==> config.mk <==
export PLATFORM = sky130hd
export DESIGN_NAME = register_write_buffer
export DESIGN_NICKNAME = d
export VERILOG_FILES = /design/src/rtl/register_write_buffer.sv
export SDC_FILE = /design/constraint.sdc
export NUM_CORES = 1
export LEC_CHECK = 0
export BUFFER_PORTS_ARGS = -buffer_cell sky130_fd_sc_hd__buf_4
export CAP_MARGIN = 5
export CORE_MARGIN = 3
export CORE_UTILIZATION = 40
export CTS_CLUSTER_SIZE = 24
export DETAILED_ROUTE_END_ITERATION = 6
export PLACE_DENSITY = 0.7
export SYNTH_ARGS = -nofsm -noshare
export SYNTH_HDL_FRONTEND = slang
export SYNTH_SLANG_ARGS = --single-unit
==> constraint.sdc <==
create_clock -name clk -period 1.1 [get_ports clk]
set_input_delay 0.055 -clock clk [delete_from_list [all_inputs] [get_ports clk]]
set_output_delay 0.055 -clock clk [all_outputs]
set_load 0.005 [all_outputs]
==> src/rtl/register_write_buffer.sv <==
`default_nettype none
// ============================================================================
// Module   : register_write_buffer
// Purpose  : Three-slot write-back buffer; ages writes 2 -> 1 -> 0 and commits
//            slot 0 to the integer/float register file, exposing all slots.
// Revision : 1.0 - initial release
// ============================================================================
module register_write_buffer #(
    parameter int DATA_WIDTH = 32
) (
    input  logic                  clk,
    input  logic                  reset,
    input  logic                  stall,
    input  logic                  write_enable,
    input  logic [4:0]            write_addr,
    input  logic                  write_float,
    input  logic [DATA_WIDTH-1:0] write_data,
    output logic                  write_enable_0,
    output logic                  write_enable_1,
    output logic                  write_enable_2,
    output logic [4:0]            write_addr_0,
    output logic [4:0]            write_addr_1,
    output logic [4:0]            write_addr_2,
    output logic                  write_float_0,
    output logic                  write_float_1,
    output logic                  write_float_2,
    output logic [DATA_WIDTH-1:0] write_data_0,
    output logic [DATA_WIDTH-1:0] write_data_1,
    output logic [DATA_WIDTH-1:0] write_data_2,
    output logic                  commit_enable,
    output logic [4:0]            commit_addr,
    output logic                  commit_float,
    output logic [DATA_WIDTH-1:0] commit_data,
    output logic [1:0]            pending,
    output logic                  empty
);

    localparam logic [4:0] c_ZERO_ADDR = 5'd0;

    logic                  r_en_0, r_en_1, r_en_2;
    logic [4:0]            r_addr_0, r_addr_1, r_addr_2;
    logic                  r_float_0, r_float_1, r_float_2;
    logic [DATA_WIDTH-1:0] r_data_0, r_data_1, r_data_2;

    logic                  w_accept;

    // Integer $zero is hard-wired; float f0 is an ordinary register.
    assign w_accept = write_enable & ~((write_addr == c_ZERO_ADDR) & ~write_float);

    always_ff @(posedge clk) begin
        if (reset) begin
            r_en_0    <= 1'b0;
            r_en_1    <= 1'b0;
            r_en_2    <= 1'b0;
            r_addr_0  <= '0;
            r_addr_1  <= '0;
            r_addr_2  <= '0;
            r_float_0 <= 1'b0;
            r_float_1 <= 1'b0;
            r_float_2 <= 1'b0;
            r_data_0  <= '0;
            r_data_1  <= '0;
            r_data_2  <= '0;
        end else if (!stall) begin
            r_en_0    <= r_en_1;
            r_addr_0  <= r_addr_1;
            r_float_0 <= r_float_1;
            r_data_0  <= r_data_1;
            r_en_1    <= r_en_2;
            r_addr_1  <= r_addr_2;
            r_float_1 <= r_float_2;
            r_data_1  <= r_data_2;
            // Payload fields load unconditionally; only the enable is filtered.
            r_en_2    <= w_accept;
            r_addr_2  <= write_addr;
            r_float_2 <= write_float;
            r_data_2  <= write_data;
        end
    end

    assign write_enable_0 = r_en_0;
    assign write_enable_1 = r_en_1;
    assign write_enable_2 = r_en_2;
    assign write_addr_0   = r_addr_0;
    assign write_addr_1   = r_addr_1;
    assign write_addr_2   = r_addr_2;
    assign write_float_0  = r_float_0;
    assign write_float_1  = r_float_1;
    assign write_float_2  = r_float_2;
    assign write_data_0   = r_data_0;
    assign write_data_1   = r_data_1;
    assign write_data_2   = r_data_2;

    // Slot 0 stays visible through its commit edge, closing the forwarding gap.
    assign commit_enable  = r_en_0 & ~stall;
    assign commit_addr    = r_addr_0;
    assign commit_float   = r_float_0;
    assign commit_data    = r_data_0;

    assign pending = {1'b0, r_en_0} + {1'b0, r_en_1} + {1'b0, r_en_2};
    assign empty   = ~(r_en_0 | r_en_1 | r_en_2);

endmodule
`default_nettype wire

==> key figures <==
Timing
  – Final Max Tran Viols: 0
  – Slew HR: 65.7%
  – Fmax: 648 MHz
  – # setup viols final: 8
  – Min Clock Period, post-route: 1.54 ns
  – Final worst slack: -0.442 ns
  – Hold_ws: -0.0295 ns
  – Worst-margin pin slew: 0.512 ns
  – Fin. Hold Viols: 1
  – Final period utilization: 140%
  – Setup Skew: 0.00775 ns
  – RSZ-0062 raised after global routing: true

Floorplanning
  – Total die area: 12,400 um^2
  – Die width: 111 um
  – Core area: 10,600 um^2
  – Row count: 37
  – Starting Density: 42.1%
  – Num ports: 201
  – Die H: 111 um

Setup path
  – Critical Path AT: 1.49 ns
  – Worst path max stage delay: 0.55 ns
  – Worst setup SP type: register
  – Worst Setup End Kind: primary output
  – Critical path's slowest cell: fa_1
  – Crit Path Category: reg -> out
  – Crit-path cells: fa_1, buf_4
  – Worst EP required: 1.04 ns
  – Crit path max fanout: 2

Route
  – Post-route ant nets: 0
  – Vias: 3,559
  – Post-route DRC: 0
  – Per-cell routed wire length: 13.5 um
  – Starting DRT DRC Count: 172
  – Post-Route WL: 10,500 um
  – Vias/cell: 4.59
  – First-pass DRT Iterations: 4

Final layout
  – Share of cells above drive strength 1: 43.3%
  – Area delta synth->final: 55.3%
  – Highest-count cells in the layout ignoring fill and taps: buf_4, mux2i_1, nor2_1
  – Fin nets: 671
  – Final Instance Area: 6900 um^2
  – Commonest non-fill, non-tap cell in the layout: buf_4
  – Antenna diodes: 0

Hold path
  – Hold WC Path Type: in -> reg

Synth
  – XOR/XNOR share of the synthesized area: 0%
  – Adder-Cell Fraction of Synth Area: 0.451%
  – Simple-gate share of the synthesized area: 10.4%
  – Distinct cell type count after synthesis: 14
  – Largest family of logic cells by synthesized area: multiplexers
  – Syn. warnings: 0
  – Post-Syn Area: 4440 um^2
  – Mapped Cells: 421
  – Seq/Total Area, Yosys: 52.8%
  – Mapped Nets: 464
  – Area fraction in compound gates after synthesis: 0.479%
  – Multiplexer area fraction after synthesis: 26.2%
  – Syn Area/Cell: 10.5 um^2
  – Seq cells post-synth: 117

Clocking
  – Worst skew pair latency: 0.50 ns
  – CTS H-tree depth: 4
  – CTS buffer count: 17
  – Reg clk slew, reported paths: 0.05 ns
  – Root Driver: clkbuf_8
  – CTS tree: built
  – Clock Sinks: 117
  – Clk buf depth: 2

Pwr
  – P_leak: 3.45 nW
  – Max IR drop VDD: 900 uV
  – Total power: 10.7 mW
  – Pwr dens: 1550 nW/um^2

Run status
  – Violations in the final reports: hold timing, setup timing
  – Status: finished with violations

Flow run
  – Max Cap Violations: 0

Placed design
  – PortBufs: 200
  – Placement Setup Slack: -0.0371 ns
  – GP Congestion: 0.756
  – Post-place instance area: 5830 um^2
  – HPWL after detailed placement: 7110 um

Global route
  – Grt ovf: 0
  – Largest net degree at the start of global routing: 68
  – GRT Util Overall: 17.0%
  – First-pass GRT wire length: 17,400 um
  – Antenna violations before repair: 0
  – Vias in the first global route: 3,573
critical path: cells and delay by family, from the launching register on:
family / cells / cell delay [ns]
adders and majority gates: 1 / 0.55
buffers and inverters: 1 / 0.11
DFF: 1 / 0.33
Yosys cell counts:
library cell | instances | area (um^2)
a21oi_1 | 1 | 5.00
buf_2 | 4 | 20.0
buf_4 | 49 | 368
clkbuf_1 | 11 | 41.3
dfxtp_1 | 117 | 2340
fa_1 | 1 | 20.0
inv_1 | 1 | 3.75
mux2i_1 | 116 | 1160
nand2_1 | 1 | 3.75
nor2_1 | 116 | 435
nor2b_1 | 1 | 6.26
nor3_1 | 1 | 5.00
o311ai_2 | 1 | 16.3
or4_4 | 1 | 11.3
cells by family (layout without fill, tap and decap cells):
kind of cell	Yosys count	count (layout)
buffers and inverters	65	283
and+or+nand+nor	120	120
AOI/OAI and AO/OA	2	2
DFF	117	117
muxes	116	116
adders and majority gates	1	1
timing repair:
item | 4_1_cts | 5_1_grt
setup endpoints to repair | 9 | 49
pin swaps | 0 | 3
hold endpoints to repair | 50 | 4
hold buffers | 41 | 3
setup buffers | 1 | 3
gates resized for setup | 7 | 40
flip-flops by register name, summed over array words and instances, names as in the netlist:
signal / flops
commit_data: 32
write_data_1: 32
write_data_2: 32
commit_addr: 5
write_addr_1: 5
write_addr_2: 5
commit_float: 1
write_enable_0: 1
write_enable_1: 1
write_enable_2: 1
write_float_1: 1
write_float_2: 1
routing by layer:
metal	share of wire, %	GRT usage, %
met5	0	0
met4	1.3	5.43
met3	7.3	6.90
met2	49	29.1
met1	42	19.3
worst paths after layout:
path	end	depth (start not counted)	startpoint	slack, ns
setup / recovery	pending[0]	2	write_enable_2	-0.44
hold / removal	write_enable_2	4	write_addr[0]	-0.03
setup reg to reg	write_enable_0	4	write_enable_0	0.24
hold reg to reg	commit_float	2	write_float_1	0.50
final cells by class:
type	instances	area (um^2)
Clock buffer	20	445
Clock inverter	10	108
Fill cell	873	3660
Inverter	1	3.75
Multi-Input combinational cell	239	1680
Sequential cell	117	2390
Tap cell	136	170
Timing Repair Buffer	252	2100
per-stage QoR:
step | TNS [ns] | util [%] | cells
after global routing | -1.86 | 65.3 | 775
after floorplan | 0 | - | 421
after detailed placement | -0.0371 | 55.2 | 702
after CTS | -1.70 | 64.6 | 774
final | -1.42 | 65.3 | 775
after global placement | -0.0348 | 55.2 | 702
power by group:
group,internal [mW],switching [mW],total [mW]
clock network,3.29,1.80,5.09
registers,4.41,0.124,4.53
logic,0.649,0.424,1.07
total,8.35,2.35,10.7
Power figures use the tool's default switching activity.
